==> src/rtl/exec_pkg.sv <==
// Shared types and widths for the execute stage of the 19-bit pipeline.
package exec_pkg;

    localparam int DATA_W = 19;
    localparam int REG_W  = 5;
    localparam int CNT_W  = $clog2(DATA_W);

    typedef enum logic [3:0] {
        ALU_ADD = 4'd0,
        ALU_SUB = 4'd1,
        ALU_AND = 4'd2,
        ALU_OR  = 4'd3,
        ALU_XOR = 4'd4,
        ALU_SLL = 4'd5,
        ALU_SRL = 4'd6,
        ALU_SLT = 4'd7,
        ALU_MUL = 4'd8
    } alu_op_e;

    typedef enum logic [1:0] {
        FWD_RF = 2'b00,
        FWD_W  = 2'b01,
        FWD_M  = 2'b10
    } fwd_sel_e;

    typedef enum logic [1:0] {
        MUL_IDLE,
        MUL_BUSY,
        MUL_DONE
    } mul_state_e;

endpackage

==> src/rtl/execute_stage_iter_mul.sv <==
// Iterative shift-add multiplier: one multiplier bit per cycle, result mod 2^DATA_W.
module iter_mul
    import exec_pkg::*;
(
    input  logic              clk,
    input  logic              reset,
    input  logic              start,
    input  logic [DATA_W-1:0] a,
    input  logic [DATA_W-1:0] b,
    output logic              busy,
    output logic              done,
    output logic              idle,
    output logic [DATA_W-1:0] product
);

    mul_state_e        state;
    logic [CNT_W-1:0]  cnt;
    logic [DATA_W-1:0] acc;
    logic [DATA_W-1:0] mcand;
    logic [DATA_W-1:0] mplier;

    // NOTE: sequential state uses non-blocking assignments so every register samples pre-edge values.
    always_ff @(posedge clk or negedge reset) begin
        if (!reset) begin
            state  <= MUL_IDLE;
            cnt    <= '0;
            acc    <= '0;
            mcand  <= '0;
            mplier <= '0;
        end else begin
            case (state)
                MUL_IDLE: begin
                    if (start) begin
                        mcand  <= a;
                        mplier <= b;
                        acc    <= '0;
                        cnt    <= '0;
                        state  <= MUL_BUSY;
                    end
                end
                MUL_BUSY: begin
                    if (mplier[0]) acc <= acc + mcand;
                    mcand  <= mcand << 1;
                    mplier <= mplier >> 1;
                    cnt    <= cnt + 1'b1;
                    if (cnt == CNT_W'(DATA_W - 1)) state <= MUL_DONE;
                end
                MUL_DONE: state <= MUL_IDLE;
                default:  state <= MUL_IDLE;
            endcase
        end
    end

    // busy covers the issue cycle too, so the front end stalls immediately.
    assign idle    = (state == MUL_IDLE);
    assign busy    = (idle && start) || (state == MUL_BUSY);
    assign done    = (state == MUL_DONE);
    assign product = acc;

endmodule

==> src/rtl/execute_stage.sv <==
// EX stage: operand forwarding, ALU, branch resolution, PC target and the EX/MEM register.
module execute_stage
    import exec_pkg::*;
(
    input  logic              clk,
    input  logic              reset,
    input  logic              RegWriteE,
    input  logic              MemWriteE,
    input  logic              ResultSrcE,
    input  logic              Cant_ByteE,
    input  logic              ALUSrcE,
    input  logic              BranchE,
    input  logic              JumpE,
    input  logic [3:0]        ALUControlE,
    input  logic [DATA_W-1:0] RD1E,
    input  logic [DATA_W-1:0] RD2E,
    input  logic [DATA_W-1:0] ImmExtE,
    input  logic [DATA_W-1:0] PCE,
    input  logic [REG_W-1:0]  RdE,
    input  logic [1:0]        ForwardAE,
    input  logic [1:0]        ForwardBE,
    input  logic [DATA_W-1:0] ResultW,
    output logic              RegWriteM,
    output logic              MemWriteM,
    output logic              ResultSrcM,
    output logic              Cant_ByteM,
    output logic [REG_W-1:0]  RDM,
    output logic [DATA_W-1:0] ALUResultM,
    output logic [DATA_W-1:0] WriteDataM,
    output logic              PCSrcE,
    output logic [DATA_W-1:0] PCTargetE,
    output logic              BusyE
);

    logic [DATA_W-1:0] src_a;
    logic [DATA_W-1:0] fwd_b;
    logic [DATA_W-1:0] src_b;
    logic [DATA_W-1:0] alu_result;
    logic [4:0]        shamt;
    logic              zero;
    logic              mul_start;
    logic              mul_busy;
    logic              mul_done;
    logic              mul_idle;
    logic [DATA_W-1:0] mul_product;

    // NOTE: every always_comb output gets a default first so no path can infer a latch.
    always_comb begin
        src_a = RD1E;
        fwd_b = RD2E;
        case (ForwardAE)
            FWD_W:   src_a = ResultW;
            FWD_M:   src_a = ALUResultM;
            default: src_a = RD1E;
        endcase
        case (ForwardBE)
            FWD_W:   fwd_b = ResultW;
            FWD_M:   fwd_b = ALUResultM;
            default: fwd_b = RD2E;
        endcase
    end

    assign src_b = ALUSrcE ? ImmExtE : fwd_b;
    assign shamt = src_b[4:0];

    always_comb begin
        alu_result = '0;
        case (ALUControlE)
            ALU_ADD: alu_result = src_a + src_b;
            ALU_SUB: alu_result = src_a - src_b;
            ALU_AND: alu_result = src_a & src_b;
            ALU_OR:  alu_result = src_a | src_b;
            ALU_XOR: alu_result = src_a ^ src_b;
            ALU_SLL: alu_result = (shamt >= 5'(DATA_W)) ? '0 : src_a << shamt;
            ALU_SRL: alu_result = (shamt >= 5'(DATA_W)) ? '0 : src_a >> shamt;
            ALU_SLT: alu_result = DATA_W'($signed(src_a) < $signed(src_b));
            default: alu_result = '0;
        endcase
    end

    assign mul_start = (ALUControlE == ALU_MUL);

    iter_mul u_iter_mul (
        .clk     (clk),
        .reset   (reset),
        .start   (mul_start),
        .a       (src_a),
        .b       (src_b),
        .busy    (mul_busy),
        .done    (mul_done),
        .idle    (mul_idle),
        .product (mul_product)
    );

    assign zero      = (src_a == src_b);
    assign PCSrcE    = mul_idle && (JumpE || (BranchE && zero));
    assign PCTargetE = PCE + ImmExtE;
    assign BusyE     = mul_busy;

    // While the multiplier runs, a bubble enters MEM; its completion cycle carries the product.
    always_ff @(posedge clk or negedge reset) begin
        if (!reset) begin
            RegWriteM  <= 1'b0;
            MemWriteM  <= 1'b0;
            ResultSrcM <= 1'b0;
            Cant_ByteM <= 1'b0;
            RDM        <= '0;
            ALUResultM <= '0;
            WriteDataM <= '0;
        end else if (mul_busy) begin
            RegWriteM  <= 1'b0;
            MemWriteM  <= 1'b0;
            ResultSrcM <= 1'b0;
            Cant_ByteM <= 1'b0;
            RDM        <= '0;
            ALUResultM <= '0;
            WriteDataM <= '0;
        end else begin
            RegWriteM  <= RegWriteE;
            MemWriteM  <= MemWriteE;
            ResultSrcM <= ResultSrcE;
            Cant_ByteM <= Cant_ByteE;
            RDM        <= RdE;
            ALUResultM <= mul_done ? mul_product : alu_result;
            WriteDataM <= fwd_b;
        end
    end

endmodule

==> config.mk <==
export PLATFORM = sky130hd
export DESIGN_NAME = execute_stage
export DESIGN_NICKNAME = d
export VERILOG_FILES = /design/src/rtl/exec_pkg.sv /design/src/rtl/execute_stage_iter_mul.sv /design/src/rtl/execute_stage.sv
export SDC_FILE = /design/constraint.sdc
export NUM_CORES = 1
export LEC_CHECK = 0
export CORE_MARGIN = 2
export CORE_UTILIZATION = 50
export DETAILED_ROUTE_END_ITERATION = 7
export PLACE_DENSITY = 0.79
export SYNTH_ARGS = -nofsm -noshare
export SYNTH_HDL_FRONTEND = slang
export SYNTH_SLANG_ARGS = --single-unit
export TNS_END_PERCENT = 50
==> constraint.sdc <==
create_clock -name clk -period 4.1 [get_ports clk]
set_input_delay 0.82 -clock clk [delete_from_list [all_inputs] [get_ports clk]]
set_output_delay 0.82 -clock clk [all_outputs]
set_load 0.1 [all_outputs]
Yosys cells after proc, flatten, opt, wreduce, memory -nomap -nowiden
Index checks and enable logic that the tools add are counted.

operators by class
  add/sub/neg operators = 5
  magnitude comparators = 2
  equality and inequality tests = 19
  shifts and indexed selects = 2
  mux-type cells = 26
  bitwise operators = 3
  reductions and logical operators = 11

operators with widths
  kind                   number
  $mux W19               10
  $pmux W19 S2           5
  $pmux W19 S8           1
  $add A19 B19 Y19       3
  $and A19 B19 Y19       1
  $eq A19 B19 Y1         1
  $lt A19 B19 Y1         1
  $or A19 B19 Y19        1
  $shl A19 B5 Y19        1
  $shr A19 B5 Y19        1
  $sub A19 B19 Y19       1
  $xor A19 B19 Y19       1
  $eq A4 B3 Y1 const B   4
  $mux W5                2
  $pmux W5 S2            1
  $eq A4 B2 Y1 const B   2
  $eq A2 B1 Y1 const B   3
  $eq A2 B2 Y1 const B   3
  $ne A2 B1 Y1 const B   3
  $add A5 B1 Y5 const B  1
  $eq A5 B5 Y1 const B   1
  $ge A5 B5 Y1 const B   1
  $eq A4 B1 Y1 const B   1
  $eq A4 B4 Y1 const B   1
  other kinds (10)       18

storage, ports and cells
  register bits after elaboration = 111
  input port bits = 117
  output and inout bits = 68
  logic and storage cells = 80

Logic depth before layout (Yosys ltp)
Gate-level depths: netlist (run 1).

  depth after elaboration = 8
  gate-level depth with buffers = 20
  gate-level depth less buffers = 17

By module
Synthesis (run 1) repeated with hierarchy kept, for this count alone.

unflattened totals
  cell total of the unflattened synthesis = 1430
  area total of the unflattened synthesis = 11358.4 um2

by module, submodules not included
  module         instances  cells an instance  area each (um2)  seq. area each (um2)
  execute_stage  1          1036               7837.5           1176.1
  iter_mul       1          394                3520.9           1601.5

Worst setup path before layout (run 1)
OpenSTA, ideal clock, no wires.

  path type = input-to-output
  from = input ForwardBE[0]
  to = output PCSrcE
  arrival time = 5.366 ns
  data required time = 3.280 ns
  path slack = -2.086 ns
  cell stages on the path = 14
  path through = inv_1 -> ha_1 -> buf_2 -> buf_1 -> a221o_1 -> o21ai_0 -> nor2_1 -> a21oi_1 -> ha_1 -> inv_1 -> or4_1 -> nor4_1 -> a21oi_1 -> nor3_1

on the way
  cells in the longest elaborated chain, start to end = 7

RTL lines
  element                                       RTL line             source
  start, declared                               execute_stage.sv:21  input logic [1:0] ForwardBE,
  $eq A2 B2 Y1 or $eq A2 B1 Y1 (tied branches)  execute_stage.sv:56  case (ForwardBE)
  $pmux W19 S2 (*)                              execute_stage.sv:56
  $mux W19 (*)                                  execute_stage.sv:63  assign src_b = ALUSrcE ? ImmExtE : fwd_b;
  $eq A19 B19 Y1 (*)                            execute_stage.sv:95  assign zero = (src_a == src_b);
  $logic_and A1 B1 Y1 (*)                       execute_stage.sv:96  assign PCSrcE = mul_idle && (JumpE || (BranchE && zero));
  $logic_or A1 B1 Y1 (*)                        execute_stage.sv:96
  $logic_and A1 B1 Y1 (*)                       execute_stage.sv:96
  end, declared                                 execute_stage.sv:30  output logic PCSrcE,

Every way passes the cells marked *; elsewhere a longest branch is shown, timed or not.

Final worst setup path (run 1)
  from = input ForwardBE[1]
  to = output PCSrcE

The elaborated chain is that of the path after synthesis.

==> results of run 1 <==
worst max-delay path: stages:
cell,delay (ns)
buf_8,0.10
buf_6,0.11
ha_4,0.25
buf_6,0.13
buf_4,0.13
a221o_1,0.28
o21ai_2,0.09
nor2_1,0.07
a21oi_2,0.22
ha_4,0.19
buf_4,0.11
nand4_1,0.16
nor4_4,0.28
buf_4,0.15
a21oi_4,0.06
nor3_4,0.20
buf_12,0.20
synth_stat cells (7+ instances only):
cell type	number	area, µm²
mux2i_1	43	430
o21ai_0	131	656
a221oi_1	17	149
o221ai_1	12	105
xnor2_1	27	236
nor3_1	28	140
o22ai_1	10	62.6
a31oi_1	12	75.1
xor2_1	15	131
nand4_1	8	50.1
and3_1	12	75.1
inv_1	75	282
o21bai_1	12	90.1
buf_2	18	90.1
a221o_1	34	340
nand2b_1	15	93.8
a211oi_1	13	97.6
nand3_1	27	135
nor2b_1	18	113
or2_2	7	43.8
clkbuf_1	63	236
o21ai_1	21	105
and2_1	8	50.1
a21o_1	10	75.1
ha_1	109	1360
o31ai_1	8	60.1
o211ai_1	17	128
nand2_1	143	537
dfrtp_1	111	2780
a21oi_1	111	556
or3_1	7	43.8
nor2_1	139	522
a22oi_1	50	375
path summary, 6_finish.rpt:
check                                    start                endpoint  slack, ns  cells past startpoint
setup / recovery                  ForwardBE[1]                  PCSrcE      -0.30                     17
hold / removal                           reset  u_iter_mul.product[13]       0.53                      1
setup reg to reg                 ALUResultM[5]          ALUResultM[17]       0.52                     18
hold reg to reg            u_iter_mul.mcand[3]     u_iter_mul.mcand[3]       0.53                      2
min in group clk           u_iter_mul.mcand[3]     u_iter_mul.mcand[3]       0.53                      2
max in group asynchronous                reset          WriteDataM[18]       2.78                      2
area by class of cell:
type	count	area [µm²]
clock inverter	6	67.6
fill	1579	5220
tap	280	350
timing repair buffer	529	4680
sequential	111	2780
inverter	83	317
multi-input combinational	1144	8250
clock buffer	10	239
cell families after synthesis:
kind of cell	synth area share
AOI/OAI and AO/OA	0.305
xor gates and xnor gates	0.0330
adders and majority gates	0.129
buffers and inverters	0.0654
DFF	0.249
muxes	0.0459
and+or+nand+nor	0.173
state kept, by name (all words and copies together) (netlist names), 2 cells and up:
| register | cells |
|---|---|
| u_iter_mul.cnt | 5 |
| ALUResultM | 19 |
| u_iter_mul.state | 2 |
| WriteDataM | 19 |
| RDM | 5 |
| u_iter_mul.mplier | 19 |
| u_iter_mul.mcand | 19 |
| u_iter_mul.product | 19 |
report_power, final:
part | total, mW | internal, mW | switching (mW)
sequential | 1.82 | 1.44 | 0.374
combinational | 5.50 | 2.04 | 3.46
clock | 0.954 | 0.451 | 0.503
layer usage:
metal | up-vias | part of all wire | track usage | wire length (µm)
li1 | 6127 | - | - | -
met1 | 6528 | 0.39 | 0.539 | 20200
met2 | 939 | 0.45 | 0.687 | 23300
met3 | 204 | 0.10 | 0.0774 | 5320
met4 | 0 | 0.060 | 0.200 | 3110
met5 | - | 0 | 0 | 0
cells in the final DEF (no fill, tap or decap), types with 20 or more instances in the layout:
cell type,synthesis,layout
inv_1,75,69
mux2i_1,43,43
a22oi_1,50,46
a21oi_1,111,87
nand2_1,143,143
dfrtp_1,111,111
clkdlybuf4s50_1,0,150
buf_12,0,20
xnor2_1,27,20
ha_1,109,95
a221o_1,34,34
nor3_1,28,24
a21oi_2,0,22
buf_4,3,340
nand3_1,27,26
o21ai_0,131,108
o21ai_1,21,28
nor2_1,139,137
repair_timing:
action / 4_1_cts / 5_1_grt
gates cloned: 1 / 0
endpoints found under the setup margin: 27 / 19
gates resized for setup: 86 / 65
pin swaps: 28 / 28
buffers inserted: 12 / 12
per-stage QoR:
step                      area [µm²]  worst slack (ns)
after floorplan                11400            -0.570
after global placement         15700            -0.844
after detailed placement       15700            -0.865
after CTS                      16300            -0.354
after global routing           16700            -0.450
final                          16700            -0.297
==> impl_metrics.csv, run 1 <==
group,metric,value,unit
clock_tree,cts_root_buffer,"clkbuf_16",
power,p_leak,7.72,nW
critical_path,critPathKind,"input port to output pin",
timing,relSlewSlack,0.314,
floorplan,row_count,54,
grt,grt_overflow,0,
finish,instances_no_fill,2163,
detailed_routing,ant_nets,0,
detailed_routing,vias,13800,
power,p_per_area,496,nW/µm²
clock_tree,clk_pin_slew,0.09,ns
logic_synthesis,synth_nets,1661,
finish,final_util,0.762,
floorplan,die_w,153,µm
detailed_routing,wl,51.9,mm
logic_synthesis,ys_types,81,
run_status,status,"complete, but fails checks",
logic_synthesis,postSynthAreaPerCell,7.79,µm²
detailed_routing,wl_per_cell,24.0,µm
logic_synthesis,syn_inst,1431,
detailed_routing,drt_iter0_drc,1821,
run_status,violations,"setup timing",
clock_tree,htreeDepth,3,
timing,setup_ws,-0.297,ns
placed_design,gp_congestion,1.04,
clock_tree,cts_buffers,9,
logic_synthesis,synthFlopType,"dfrtp_1",
placed_design,dp_hpwl,39.9,mm
timing,post-route-period-util,1.07,
clock_tree,hold_buffers,0,
finish,drive_above_1_share,0.278,
clock_tree,ctsLongestPathBuffers,2,
grt,grt_max_degree,65,
clock_tree,cts_tree,"yes",
finish,nets,2108,
critical_path,crit_required,3.28,ns
timing,fin_skew,0.0181,ns
logic_synthesis,synth_async_sr_flop_share,1.00,
critical_path,worstSetupEndpointType,"output pin",
placed_design,dp_cells,2123,
timing,setup_viol,5,
floorplan,io_pins,185,
floorplan,start_util,0.510,
logic_synthesis,synth-seq-cells,111,
timing,hold_ws,0.531,ns
detailed_routing,drt-vias-per-instance,6.38,
logic_synthesis,syn_area,11200,µm²
grt,grt_pass1_wl,77.1,mm
timing,max_slew.worst_pin.slew,1.03,ns
critical_path,worstPathMaxFanout,5,
placed_design,numPortBuffers,184,
detailed_routing,dr.pass1.iters,5,
finish,area_delta_synth_final,49.5,%
critical_path,setup.worst_path.start_class,"input port",
logic_synthesis,yosysSeqAreaShare,0.249,
job,cap_violations,0,
grt,grt_pass1_vias,13400,
floorplan,die_y,153,µm
power,peakVddDrop,378,µV
critical_path,critical_path_arrival,3.58,ns
floorplan,die_area,23500,µm²
grt,grt_util_all_layers,0.420,
grt,antenna_found_initial,0,
clock_tree,worstSkewPairLatency,0.38,ns
detailed_routing,drc,0,
floorplan,core-area,21900,µm²
power,p_total,8.27,mW
timing,min_period,4.40,ns
timing,tns,-0.584,ns
timing,maxSlewViolCount,0,
finish,diodes,0,
logic_synthesis,synth_warnings,0,
timing,hold_viol,0,
worst_hold_path,min_path_type,"input port to async pin",
logic_synthesis,synth-edff-count,0,
clock_tree,cts.sinks,111,
timing,timing.fmax,227,MHz
timing,grt_setup_unrepaired,"yes",
(Power assumes the default switching activity.)
==> run 2, diff against run 1 <==
CORE_UTILIZATION = 55   (was 50)
DONT_BUFFER_PORTS = 1   (was default)
GPL_TIMING_DRIVEN = 1   (was default)
PLACE_DENSITY = 0.73   (was 0.79)
==> run 2 against run 1 <==
  * The run still ends with setup timing left
  * Combinational power is 25% lower
  * Sequential power increased by 33%
  * Global-route usage down 0.50 points
  * Worst hold slack worse by 0.40 ns
  * Final cell count shrank 14%
  * Non-clock buffer count down 290
  * Largest cell class unchanged
  * Highest routed layer unchanged
==> impl_metrics.csv, run 2 (synthesized netlist as in run 1, its figures left out) <==
group,metric,value,unit
grt,grt_overflow,0,
timing,max_slew.worst_pin.slew,0.976,ns
critical_path,worstPathMaxFanout,6,
clock_tree,cts.sinks,111,
grt,grt_max_degree,112,
timing,post-route-period-util,1.06,
detailed_routing,drt-vias-per-instance,6.62,
clock_tree,htreeDepth,3,
critical_path,max_stage_delay,0.54,ns
floorplan,io_pins,185,
clock_tree,ctsLongestPathBuffers,2,
finish,fill_cells,1708,
critical_path,cpMaxStageDelayCell,"or4_4",
placed_design,dp_hpwl,35.6,mm
finish,final_common_cell,"buf_4",
detailed_routing,vias,12300,
critical_path,crit_required,3.28,ns
grt,antenna_found_initial,0,
worst_hold_path,min_path_type,"input port to async pin",
detailed_routing,drc,0,
critical_path,r2r_start,"ALUResultM[0]",
floorplan,core-area,20000,µm²
power,p_sw_frac,0.548,
job,cap_violations,0,
clock_tree,cts_buffers,9,
timing,relSlewSlack,0.347,
critical_path,crit_buf_inv,4,
finish,nets,1818,
finish,fin_area,13800,µm²
clock_tree,cts_root_buffer,"clkbuf_16",
placed_design,placed_area,13200,µm²
floorplan,die_w,146,µm
timing,setup_ws,-0.244,ns
detailed_routing,dr.pass1.iters,7,
placed_design,gp_congestion,1.04,
power,power.share.sequential,0.325,
power,internal_power,3.37,mW
critical_path,setup.worst_path.start_class,"input port",
critical_path,worstSetupPathDepth,14,
run_status,violations,"setup timing",
run_status,status,"complete, but fails checks",
finish,drive_above_1_share,0.228,
grt,grt_util_all_layers,0.415,
finish,instances_no_fill,1863,
critical_path,reg2reg_slack,0.61,ns
timing,timing.fmax,230,MHz
power,p_leak,6.40,nW
clock_tree,clk_pin_slew,0.09,ns
critical_path,worstSetupEndpointType,"output pin",
detailed_routing,wl,45.6,mm
timing,hold_viol,0,
grt,grt_pass1_vias,12000,
power,pwr-share-clk,0.126,
clock_tree,cts_tree,"yes",
clock_tree,worstSkewPairLatency,0.38,ns
power,peakVddDrop,400,µV
power,p_total,7.46,mW
finish,mostFrequentLayoutCells,"buf_4, nand2_1, nor2_1, o21ai_0, dfrtp_1",
critical_path,crit_start,"ForwardBE[0]",
critical_path,cp_top_family,"simple AND/OR/NAND/NOR gates",
placed_design,pre_cts_slack,-0.441,ns
timing,setup_viol,1,
critical_path,reg2reg_depth,15,
floorplan,die_y,146,µm
grt,grt_pass1_wl,69.0,mm
power,p_per_area,541,nW/µm²
critical_path,r2r-end,"ALUResultM[18]",
placed_design,numPortBuffers,0,
finish,area_delta_synth_final,23.5,%
power,p_switching,4.08,mW
detailed_routing,ant_nets,0,
timing,tns,-0.244,ns
timing,grt_setup_unrepaired,"yes",
critical_path,endpoint,"PCSrcE",
power,combPwrFrac,0.549,
floorplan,die_area,21400,µm²
floorplan,start_util,0.557,
floorplan,row_count,52,
finish,diodes,0,
timing,min_period,4.34,ns
critical_path,critical_path_arrival,3.52,ns
timing,maxSlewViolCount,0,
detailed_routing,drt_iter0_drc,1457,
timing,fin_skew,0.0124,ns
detailed_routing,wl_per_cell,24.5,µm
placed_design,dp_cells,1836,
critical_path,critPathKind,"input port to output pin",
critical_path,path_cells,"inv_8 -> ha_4 -> buf_8 -> a221o_1 -> o21ai_2 -> nor2_2 -> a21oi_2 -> inv_2 -> ha_4 -> or4_4 -> nor4_4 -> a21oi_2 -> nor3_4 -> buf_12",
-- run 2: cell type report --
class	instances	area [µm²]	area share
repair buffers	239	1940	0.141
clock buffers	9	225	0.0163
clock inverters	7	75.1	0.00545
inverters	83	324	0.0235
flip-flops and latches	111	2780	0.202
well taps	270	338	0.0245
multi-input cells	1144	8100	0.588
-- run 2: power by group through the flow --
stage               Combinational [mW]  Clock (mW)  Sequential (mW)
finish                            4.10       0.941             2.42
global route                      4.37       0.979             2.45
CTS                               3.96       0.938             2.41
detailed placement                3.92           0             2.43
global placement                  3.85           0             2.41
floorplan                         2.45           0             2.55
-- run 2: stage by stage --
| step | hold slack, ns | util |
|---|---|---|
| after floorplan | 0.469 | - |
| after global placement | 0.493 | 0.658 |
| after detailed placement | 0.501 | 0.658 |
| after CTS | 0.125 | 0.677 |
| after global routing | 0.126 | 0.688 |
| final | 0.132 | 0.688 |
-- run 2: per-layer routing --
layer / part of all wire / global-route usage
met5: 0 / 0
met4: 0.048 / 0.180
met3: 0.10 / 0.0834
met2: 0.45 / 0.661
met1: 0.40 / 0.552
-- run 2: worst min path at each step --
stage,start,depth (start not counted),to
floorplan,u_iter_mul.mplier[18],2,u_iter_mul.mplier[18]
global placement,u_iter_mul.mplier[2],2,u_iter_mul.mplier[2]
detailed placement,u_iter_mul.mplier[6],2,u_iter_mul.mplier[6]
CTS,reset,0,WriteDataM[6]
global route,reset,0,WriteDataM[8]
finish,reset,0,WriteDataM[7]
-- run 2: timing repair --
action,4_1_cts,5_1_grt
hold endpoints to repair,0,0
resized for setup,22,34
cloned,0,0
buffers inserted,1,11
setup endpoints to repair,3,8
pin swaps,9,17
hold buffers,0,0
==> run 3, diff against run 2 <==
CORE_ASPECT_RATIO = 0.8   (was default)
==> run 3 against run 2 <==
  * The run still ends with setup timing left
  * Total power is 1.5% higher
  * Clock power is 9% higher
  * Fmax is 4.4% higher
  * Clock skew is 0.0013 ns higher
  * First-iteration DRC count is 21% higher
  * Global-route usage is 0.26 points lower
  * Non-clock buffer count is 3 lower
  * Critical path depth stayed put
  * Largest cell class unchanged
==> impl_metrics.csv, run 3 (synthesized netlist as in run 1, its figures left out) <==
group,metric,value,unit
run_status,status,"complete, but fails checks",
run_status,violations,"setup timing",
finish,drive_above_1_share,0.225,
clock_tree,worstSkewPairLatency,0.38,ns
clock_tree,hold_buffers,0,
clock_tree,clk_pin_slew,0.09,ns
detailed_routing,dr.pass1.iters,8,
detailed_routing,drt_iter0_drc,1756,
clock_tree,cts_root_buffer,"clkbuf_16",
detailed_routing,wl_met3,4.95,mm
detailed_routing,top_layer,"met4",
critical_path,critical_path_arrival,3.34,ns
detailed_routing,wl_met2,19.5,mm
job,cap_violations,0,
timing,post-route-period-util,1.01,
critical_path,worstPathMaxFanout,7,
grt,grt_max_degree,112,
grt,grt_pass1_wl,68.2,mm
detailed_routing,drc,0,
clock_tree,cts_tree,"yes",
grt,grt_overflow,0,
timing,setup_viol,1,
finish,mostFrequentLayoutCells,"buf_4, nand2_1, nor2_1, o21ai_0, dfrtp_1",
placed_design,pre_cts_slack,-0.396,ns
floorplan,die_y,131,µm
floorplan,start_util,0.562,
finish,nets,1815,
grt,grt_util_all_layers,0.413,
floorplan,die_w,163,µm
detailed_routing,met1_length,19.4,mm
power,p_leak,6.40,nW
worst_hold_path,min_path_type,"input port to async pin",
floorplan,row_count,46,
detailed_routing,vias,12500,
timing,grt_setup_unrepaired,"yes",
placed_design,numPortBuffers,0,
grt,grt_pass1_vias,11600,
clock_tree,cts.sinks,111,
detailed_routing,wl_per_cell,24.6,µm
placed_design,dp_hpwl,35.5,mm
critical_path,crit_required,3.28,ns
detailed_routing,wl,45.7,mm
detailed_routing,drt-vias-per-instance,6.76,
timing,timing.fmax,240,MHz
timing,min_period,4.16,ns
timing,hold_viol,0,
power,peakVddDrop,416,µV
power,p_total,7.57,mW
grt,antenna_found_initial,1,
timing,setup_ws,-0.0609,ns
timing,relSlewSlack,0.332,
timing,maxSlewViolCount,0,
critical_path,critPathKind,"input port to output pin",
timing,fin_skew,0.0137,ns
finish,area_delta_synth_final,23.6,%
clock_tree,cts_buffers,9,
floorplan,die_area,21400,µm²
floorplan,core-area,19900,µm²
clock_tree,htreeDepth,3,
power,p_per_area,549,nW/µm²
floorplan,io_pins,185,
detailed_routing,ant_nets,0,
timing,max_slew.worst_pin.slew,0.998,ns
clock_tree,ctsLongestPathBuffers,2,
critical_path,setup.worst_path.start_class,"input port",
placed_design,gp_congestion,1.06,
finish,final_common_cell,"buf_4",
critical_path,worstSetupEndpointType,"output pin",
[run 3: power breakdown]
part,switching (mW),internal [mW],total [mW],leakage [nW]
combinational,2.61,1.51,4.12,4.78
sequential,0.988,1.43,2.42,1.46
clock,0.523,0.504,1.03,0.161
total,4.12,3.45,7.57,6.40
[run 3: layer usage]
layer,track usage,up-vias
li1,-,5533
met1,0.598,6029
met2,0.601,828
met3,0.0931,154
met4,0.144,0
met5,0,-
[run 3: final cells by class]
cell class | count | area, µm²
Antenna cell | 2 | 5.00
Tap cell | 264 | 330
Clock buffer | 9 | 225
Inverter | 83 | 322
Multi-Input combinational cell | 1144 | 8100
Sequential cell | 111 | 2780
Fill cell | 1630 | 6070
Clock inverter | 7 | 108
Timing Repair Buffer | 236 | 1920
[run 3: through the flow]
step	instances	setup TNS [ns]	utilization	hold slack (ns)	cell area, µm²
after floorplan	1431	-1.45	-	0.469	11400
after detailed placement	1824	-1.91	0.660	0.500	13100
after global routing	1854	-0.157	0.694	0.112	13800
final	1856	-0.0609	0.694	0.128	13800
after global placement	1824	-1.28	0.660	0.489	13100
after CTS	1842	-0.0507	0.681	0.122	13500
[run 3: worst max-delay path: stages]
cell	delay, ns
inv_2	0.03
ha_4	0.20
buf_8	0.15
a221o_1	0.31
o21ai_2	0.09
nor2_1	0.09
a21oi_2	0.17
ha_4	0.16
inv_2	0.04
or4_4	0.56
nor4_4	0.17
a21oi_2	0.13
nor3_4	0.21
buf_12	0.21
[run 3: timing repair]
| item | in CTS | in global routing |
|---|---|---|
| buffers inserted | 2 | 10 |
| pin swaps | 12 | 15 |
| gates cloned | 0 | 2 |
| setup endpoints to repair | 2 | 10 |
| hold endpoints to repair | 0 | 0 |
| resized for setup | 22 | 32 |
[run 3: path summary, 6_finish.rpt]
| path | from | endpoint | slack [ns] | cells past startpoint |
|---|---|---|---|---|
| setup / recovery | ForwardBE[1] | PCSrcE | -0.06 | 14 |
| hold reg to reg | u_iter_mul.mplier[16] | u_iter_mul.mplier[16] | 0.52 | 2 |
| min in group clk | u_iter_mul.mplier[16] | u_iter_mul.mplier[16] | 0.52 | 2 |
| max in group asynchronous | reset | u_iter_mul.mplier[10] | 3.81 | 0 |
| setup reg to reg | ALUResultM[0] | ALUResultM[16] | 0.56 | 15 |
| hold / removal | reset | RDM[1] | 0.13 | 0 |
